**src/rtl/a2d_resp_pkg.sv**
```systemverilog
// Shared definitions for the A2D SPI responder.
//   state_e      : responder FSM states
//   FRM_BITS     : SCLK rises in a complete command frame
//   CH_MSB/LSB   : channel field position inside the 16-bit command
//   DATA_W       : conversion width per channel
//   NUM_CH       : channels packed into chan_val
//   SCLK_MIN_HALF: minimum SCLK high/low time (clk cycles) the
//                  synchronizer path is guaranteed to track
//   LFSR_SEED/TAPS, lfsr_next: conversion-noise generator (used only when
//                  A2D_RESP_NOISE_EN is defined)
package a2d_resp_pkg;

  typedef enum logic [1:0] {
    IDLE,
    XFER,
    DONE
  } state_e;

  localparam int unsigned FRM_BITS      = 16;
  localparam int unsigned CH_MSB        = 13;
  localparam int unsigned CH_LSB        = 11;
  localparam int unsigned DATA_W        = 12;
  localparam int unsigned NUM_CH        = 8;
  localparam int unsigned SCLK_MIN_HALF = 4;

  localparam logic [15:0] LFSR_SEED = 16'hACE1;
  // Fibonacci taps 16,14,13,11 -> register bits 15,13,12,10
  localparam logic [15:0] LFSR_TAPS = 16'hB400;

  function automatic logic [15:0] lfsr_next(input logic [15:0] s);
    return {s[14:0], ^(s & LFSR_TAPS)};
  endfunction

endpackage

```
**src/rtl/spi_sync_edge.sv**
```systemverilog
// Two-flop synchronizer followed by an edge-detect flop.
//   clk, rst : system clock, async active-high reset (all flops clear to 0)
//   din      : asynchronous input pin
//   lvl      : synchronized level
//   rise/fall: one-cycle pulses on synchronized edges
// Clearing to 0 means a line that is high at reset release shows up as a
// rise, and a line that is low shows no edge at all; both are harmless to
// the responder, which only starts a frame on a fall.
module spi_sync_edge (
  input  logic clk,
  input  logic rst,
  input  logic din,
  output logic lvl,
  output logic rise,
  output logic fall
);

  logic meta_q;
  logic sync_q;
  logic prev_q;

  always_ff @(posedge clk or posedge rst) begin
    if (rst) begin
      meta_q <= 1'b0;
      sync_q <= 1'b0;
      prev_q <= 1'b0;
    end else begin
      meta_q <= din;
      sync_q <= meta_q;
      prev_q <= sync_q;
    end
  end

  assign lvl  = sync_q;
  assign rise = sync_q & ~prev_q;
  assign fall = ~sync_q & prev_q;

endmodule

```
**src/rtl/a2d_spi_resp.sv**
```systemverilog
// SPI responder emulating an 8-channel 12-bit A2D converter (mode 0).
// Each 16-bit frame carries a channel command in bits [13:11]; the response
// shifted out on MISO is the conversion of the channel commanded in the
// previous complete frame.
//   clk, rst  : system clock, async active-high reset
//   SS_n      : slave select (active low), asynchronous
//   SCLK      : serial clock, asynchronous, idles low
//   MOSI      : command data, MSB first
//   chan_val  : eight 12-bit values, channel n at [12n+11:12n]
//   MISO      : response data, MSB first, 0 when not selected
//   cmd_vld   : one-cycle pulse when a full command has been received
//   cmd_ch    : channel of the last complete command
//   short_frm : one-cycle pulse when SS_n rose before 16 SCLK rises
// Build option: A2D_RESP_NOISE_EN adds LFSR noise to bits [1:0] of the
// returned value; the LFSR advances once per completed frame.
module a2d_spi_resp
  import a2d_resp_pkg::*;
(
  input  logic        clk,
  input  logic        rst,
  input  logic        SS_n,
  input  logic        SCLK,
  input  logic        MOSI,
  input  logic [95:0] chan_val,
  output logic        MISO,
  output logic        cmd_vld,
  output logic [2:0]  cmd_ch,
  output logic        short_frm
);

  localparam logic [4:0] BITS_FULL = 5'(FRM_BITS);

  logic ss_rise, ss_fall, ss_lvl_unused;
  logic sclk_rise, sclk_fall, sclk_lvl_unused;
  logic mosi_s, mosi_rise_unused, mosi_fall_unused;

  spi_sync_edge u_sync_ss (
    .clk (clk), .rst (rst), .din (SS_n),
    .lvl (ss_lvl_unused), .rise (ss_rise), .fall (ss_fall)
  );

  spi_sync_edge u_sync_sclk (
    .clk (clk), .rst (rst), .din (SCLK),
    .lvl (sclk_lvl_unused), .rise (sclk_rise), .fall (sclk_fall)
  );

  spi_sync_edge u_sync_mosi (
    .clk (clk), .rst (rst), .din (MOSI),
    .lvl (mosi_s), .rise (mosi_rise_unused), .fall (mosi_fall_unused)
  );

  state_e      state_q, state_d;
  logic [15:0] tx_shft_q, tx_shft_d;
  logic [15:0] rx_shft_q, rx_shft_d;
  logic [4:0]  bit_cnt_q, bit_cnt_d;
  logic [2:0]  ch_prev_q, ch_prev_d;
  logic [2:0]  cmd_ch_q, cmd_ch_d;
  logic        cmd_vld_q, cmd_vld_d;
  logic        short_frm_q, short_frm_d;
  logic        miso_q, miso_d;
  logic        pend_q, pend_d;
  logic [DATA_W-1:0] sample;
`ifdef A2D_RESP_NOISE_EN
  logic [15:0] lfsr_q, lfsr_d;
`endif

  always_comb begin
    state_d     = state_q;
    tx_shft_d   = tx_shft_q;
    rx_shft_d   = rx_shft_q;
    bit_cnt_d   = bit_cnt_q;
    ch_prev_d   = ch_prev_q;
    cmd_ch_d    = cmd_ch_q;
    cmd_vld_d   = 1'b0;
    short_frm_d = 1'b0;
    pend_d      = 1'b0;
`ifdef A2D_RESP_NOISE_EN
    lfsr_d      = lfsr_q;
`endif

    sample = chan_val[32'(ch_prev_q) * DATA_W +: DATA_W];
`ifdef A2D_RESP_NOISE_EN
    sample[1:0] = sample[1:0] ^ lfsr_q[1:0];
`endif

    unique case (state_q)
      IDLE: begin
        // pend_q carries an SS_n fall that arrived during DONE
        if (ss_fall || pend_q) begin
          state_d   = XFER;
          tx_shft_d = {4'h0, sample};
          bit_cnt_d = '0;
        end
      end
      XFER: begin
        if (ss_rise) begin
          if (bit_cnt_q == BITS_FULL) begin
            state_d = DONE;
          end else begin
            short_frm_d = 1'b1;
            state_d     = IDLE;
          end
        end else begin
          if (sclk_rise && bit_cnt_q < BITS_FULL) begin
            rx_shft_d = {rx_shft_q[14:0], mosi_s};
            bit_cnt_d = bit_cnt_q + 5'd1;
          end
          if (sclk_fall && bit_cnt_q < BITS_FULL) begin
            tx_shft_d = {tx_shft_q[14:0], 1'b0};
          end
        end
      end
      DONE: begin
        cmd_ch_d  = rx_shft_q[CH_MSB:CH_LSB];
        ch_prev_d = rx_shft_q[CH_MSB:CH_LSB];
        cmd_vld_d = 1'b1;
        pend_d    = ss_fall;
        state_d   = IDLE;
`ifdef A2D_RESP_NOISE_EN
        lfsr_d    = lfsr_next(lfsr_q);
`endif
      end
      default: state_d = IDLE;
    endcase

    // Once all 16 bits have been taken MISO drops to 0 so extra SCLK
    // pulses clock out zeros rather than repeating the last data bit.
    miso_d = (state_d == XFER && bit_cnt_d < BITS_FULL) ? tx_shft_d[15] : 1'b0;
  end

  always_ff @(posedge clk or posedge rst) begin
    if (rst) begin
      state_q     <= IDLE;
      tx_shft_q   <= '0;
      rx_shft_q   <= '0;
      bit_cnt_q   <= '0;
      ch_prev_q   <= '0;
      cmd_ch_q    <= '0;
      cmd_vld_q   <= 1'b0;
      short_frm_q <= 1'b0;
      miso_q      <= 1'b0;
      pend_q      <= 1'b0;
`ifdef A2D_RESP_NOISE_EN
      lfsr_q      <= LFSR_SEED;
`endif
    end else begin
      state_q     <= state_d;
      tx_shft_q   <= tx_shft_d;
      rx_shft_q   <= rx_shft_d;
      bit_cnt_q   <= bit_cnt_d;
      ch_prev_q   <= ch_prev_d;
      cmd_ch_q    <= cmd_ch_d;
      cmd_vld_q   <= cmd_vld_d;
      short_frm_q <= short_frm_d;
      miso_q      <= miso_d;
      pend_q      <= pend_d;
`ifdef A2D_RESP_NOISE_EN
      lfsr_q      <= lfsr_d;
`endif
    end
  end

  assign MISO      = miso_q;
  assign cmd_vld   = cmd_vld_q;
  assign cmd_ch    = cmd_ch_q;
  assign short_frm = short_frm_q;

endmodule

```
**config.mk**
```make
export PLATFORM = sky130hd
export DESIGN_NAME = a2d_spi_resp
export DESIGN_NICKNAME = d
export VERILOG_FILES = /design/src/rtl/a2d_resp_pkg.sv /design/src/rtl/spi_sync_edge.sv /design/src/rtl/a2d_spi_resp.sv
export SDC_FILE = /design/constraint.sdc
export NUM_CORES = 1
export LEC_CHECK = 0
export CAP_MARGIN = 20
export CORE_MARGIN = 4
export CORE_UTILIZATION = 48
export CTS_BUF_LIST = sky130_fd_sc_hd__clkbuf_16
export DETAILED_ROUTE_END_ITERATION = 6
export MAX_ROUTING_LAYER = met4
export PLACE_DENSITY = 0.92
export SYNTH_ARGS = -nofsm -noshare
export SYNTH_HDL_FRONTEND = slang
export SYNTH_SLANG_ARGS = --single-unit
```
**constraint.sdc**
```tcl
create_clock -name clk -period 3.91 [get_ports clk]
set_input_delay 0.782 -clock clk [delete_from_list [all_inputs] [get_ports clk]]
set_output_delay 0.782 -clock clk [all_outputs]
set_load 0.05 [all_outputs]
```
==> impl_metrics.csv <==
group,metric,value,unit
run_status,status,"finished, final reports clean",
yosys,synth-async-reset-ratio,1.00,
grt,via_count_of_the_first_global_routing_pass,2373,
clock_tree,tritoncts,"yes",
timing,report.final.slew_viol_count,0,
route,drcViolationCount,0,
route,totalWireLength,7450,microns
timing,layout_min_cycle_time,2730,ps
clock_tree,post_cts.repair.setup_buffers,0,
setup_path,end_kind,"output pin",
yosys,synth_nets,317,
cells_and_area,n_antenna_cell,0,
timing,setup_viol_count_final,0,
clock_tree,clock_tree.buffer_depth,2,
yosys,yosysSeqAreaShare,0.468,
power,power_density,349,nW/um^2
timing,clock-skew-final,4.32,ps
yosys,postSynthRegisterBits,52,
cells_and_area,num-nets-final,417,
die,ioPinCount,107,
placement,place_hpwl,5850,microns
cells_and_area,stdcell_count,387,
yosys,synthesis.yosys.warnings,0,
cells_and_area,seq_area,1300,sq um
setup_path,timing.critical_path.arrival,1950,ps
yosys,synth-edff-count,0,
timing,post-route-period-util,0.698,
placement,placed_cells,378,
setup_path,critical_path.startpoint_type,"register",
timing,timing.slew.headroom,0.364,
power,power.ir.vdd_worst,0.313,mV
route,number_of_vias_after_detailed_routing,2191,
grt,grt_start_max_net_pins,53,
placement,port_buffers,106,
timing,timing.setup.tns,0,ps
grt,grt_util_all_layers,0.224,
timing,worst-slew-pin-transition,950,ps
route,drt_first_iter_violations,155,
setup_path,critical_path_class,"register to output pin",
die,dieWidth,84.1,microns
clock_tree,postCtsResizedCells,0,
grt,grt_first_pass_wirelength,12000,microns
cells_and_area,flow.area_growth_from_synthesis,45.1,%
route,viasPerCell,5.66,
route,avgRoutedWirePerCell,19.2,microns
cells_and_area,mostFrequentLayoutCells,"sky130_fd_sc_hd__clkdlybuf4s50_1, sky130_fd_sc_hd__dfrtp_1, sky130_fd_sc_hd__mux4_2",
clock_tree,clock_tree.root_cell,"sky130_fd_sc_hd__clkbuf_16",
timing,timing.final.hold_violations,0,
route,ant_nets,0,
job,drv_cap,0,
setup_path,critPathMaxFanout,26,
timing,clock.fmax,367,MHz
timing,rsz0062_at_grt,"false",
clock_tree,ctsHtreeMaxLevel,2,
clock_tree,cts.clk_slew.worst_paths,70,ps
yosys,yosysUniqueCellTypes,38,
clock_tree,clock_sink_count,52,
placement,gp_congestion,0.896,
placement,postPlaceCellArea,3860,sq um
cells_and_area,layout-drive-gt1-share,0.140,
clock_tree,post_cts_hold_buffer_count,0,
cells_and_area,post-route-cell-area,4040,sq um
yosys,syn_avg_cell_area,13.0,sq um
hold_path,worst_min_delay_path_class,"register to register",
die,die_h,84.1,microns
grt,antenna_found_initial,0,
yosys,ys.flop_type,"sky130_fd_sc_hd__dfrtp_1",
setup_path,required,3130,ps
grt,residual_overflow_from_global_routing,0,
die,die-area,7080,sq um
yosys,synthesis.area,2780,sq um
power,total_leakage_power,1.73,nW
cells_and_area,most_common_library_cell_in_the_layout_ignoring_fill_and_taps,"sky130_fd_sc_hd__clkdlybuf4s50_1",
power,p_total,1.41,mW
route,firstDrtPassIters,4,
clock_tree,worst_skew_pair.late_latency,300,ps
clock_tree,numCtsBuffers,5,
cells_and_area,final.fill_count,372,
cells_and_area,multi_input_comb_area,1300,sq um
die,design.core.area,5570,sq um
die,row_count,27,
cells_and_area,utilization,0.725,
yosys,synthesis.instances,214,
die,initial_core_util,0.499,
==> area by class of cell <==
cell class	count	area share
Sequential cell	52	0.322
Multi-Input combinational cell	119	0.321
Timing Repair Buffer	109	0.271
Clock buffer	5	0.0310
Inverter	27	0.0251
Tap cell	72	0.0223
Clock inverter	3	0.00713
==> worst paths after layout <==
| path | startpoint | to | slack [ps] | depth (start not counted) |
|---|---|---|---|---|
| worst max-delay path | cmd_ch[0] | cmd_ch[0] | 1180 | 2 |
| worst min-delay path | u_sync_mosi.meta_q | u_sync_mosi.lvl | 360 | 0 |
| worst max register to register | u_sync_ss.prev_q | tx_shft_q[8] | 1860 | 4 |
| worst min register to register | u_sync_mosi.meta_q | u_sync_mosi.lvl | 360 | 0 |
| max in group asynchronous | rst | cmd_vld | 2540 | 3 |
| min in group asynchronous | rst | bit_cnt_q[2] | 850 | 2 |
==> worst max-delay path, stage by stage, from the launching register on <==
cell,delay [ps]
sky130_fd_sc_hd__dfrtp_1,330
sky130_fd_sc_hd__buf_4,400
sky130_fd_sc_hd__clkdlybuf4s50_1,910
==> cell usage after synthesis, types with 2 or more instances <==
| cell | n | share of area |
|---|---|---|
| sky130_fd_sc_hd__or2_2 | 2 | 0.0045 |
| sky130_fd_sc_hd__mux2_1 | 12 | 0.049 |
| sky130_fd_sc_hd__o21ai_0 | 3 | 0.0054 |
| sky130_fd_sc_hd__a21boi_1 | 2 | 0.0054 |
| sky130_fd_sc_hd__o211ai_1 | 2 | 0.0054 |
| sky130_fd_sc_hd__a221o_1 | 11 | 0.040 |
| sky130_fd_sc_hd__dfrtp_1 | 52 | 0.47 |
| sky130_fd_sc_hd__mux2i_1 | 2 | 0.0072 |
| sky130_fd_sc_hd__o31ai_1 | 3 | 0.0081 |
| sky130_fd_sc_hd__mux4_2 | 24 | 0.19 |
| sky130_fd_sc_hd__buf_6 | 2 | 0.0081 |
| sky130_fd_sc_hd__buf_4 | 2 | 0.0054 |
| sky130_fd_sc_hd__nor2_1 | 6 | 0.0081 |
| sky130_fd_sc_hd__nand2_1 | 6 | 0.0081 |
| sky130_fd_sc_hd__nor3_1 | 2 | 0.0036 |
| sky130_fd_sc_hd__ha_1 | 2 | 0.0090 |
| sky130_fd_sc_hd__clkinv_1 | 3 | 0.0040 |
| sky130_fd_sc_hd__mux2_2 | 4 | 0.016 |
| sky130_fd_sc_hd__clkbuf_1 | 11 | 0.015 |
| sky130_fd_sc_hd__nor3b_1 | 3 | 0.0081 |
| sky130_fd_sc_hd__o22ai_1 | 11 | 0.025 |
| sky130_fd_sc_hd__or2_1 | 2 | 0.0045 |
| sky130_fd_sc_hd__nand3_1 | 2 | 0.0036 |
| sky130_fd_sc_hd__or4_1 | 2 | 0.0054 |
| sky130_fd_sc_hd__inv_1 | 24 | 0.032 |
| sky130_fd_sc_hd__nor2b_1 | 3 | 0.0067 |
| sky130_fd_sc_hd__a22o_1 | 3 | 0.0094 |
| sky130_fd_sc_hd__o2bb2ai_1 | 3 | 0.0094 |
==> report_power, final <==
part | total [mW] | internal (mW) | switching [mW]
combinational | 0.280 | 0.180 | 0.100
clock | 0.459 | 0.247 | 0.213
sequential | 0.672 | 0.620 | 0.0519
==> state kept, by name (all words and copies together) (netlist names) <==
register / cells
tx_shft_q: 16
cmd_ch: 3
u_sync_sclk.lvl: 1
u_sync_mosi.lvl: 1
pend_q: 1
short_frm: 1
cmd_vld: 1
u_sync_sclk.prev_q: 1
u_sync_ss.prev_q: 1
rx_shft_q: 14
u_sync_mosi.meta_q: 1
u_sync_ss.lvl: 1
bit_cnt_q: 5
u_sync_ss.meta_q: 1
u_sync_sclk.meta_q: 1
state_q: 2
MISO: 1
==> cells by family after synthesis <==
family | synth area share
adder cells (fa/ha/maj) | 0.00899
multiplexers | 0.266
AO/OA/AOI/OAI | 0.120
buffers and inverters | 0.0665
flip-flops | 0.468
AND/OR/NAND/NOR | 0.0710
==> per-layer routing <==
layer	up-vias	share of wire	track usage	wire length, microns
li1	1004	-	-	-
met1	1089	0.40	0.287	3000
met2	86	0.53	0.358	3940
met3	12	0.052	0.0451	384
met4	0	0.017	0.0731	127
met5	-	0	-	0
==> stage by stage <==
stage / worst slack (ps) / hold WS [ps]
finish: 1180 / 360
global route: 1080 / 370
CTS: 1150 / 358
detailed placement: 1480 / 341
global placement: 1500 / 334
floorplan: 1630 / 331
(Power assumes the default switching activity.)
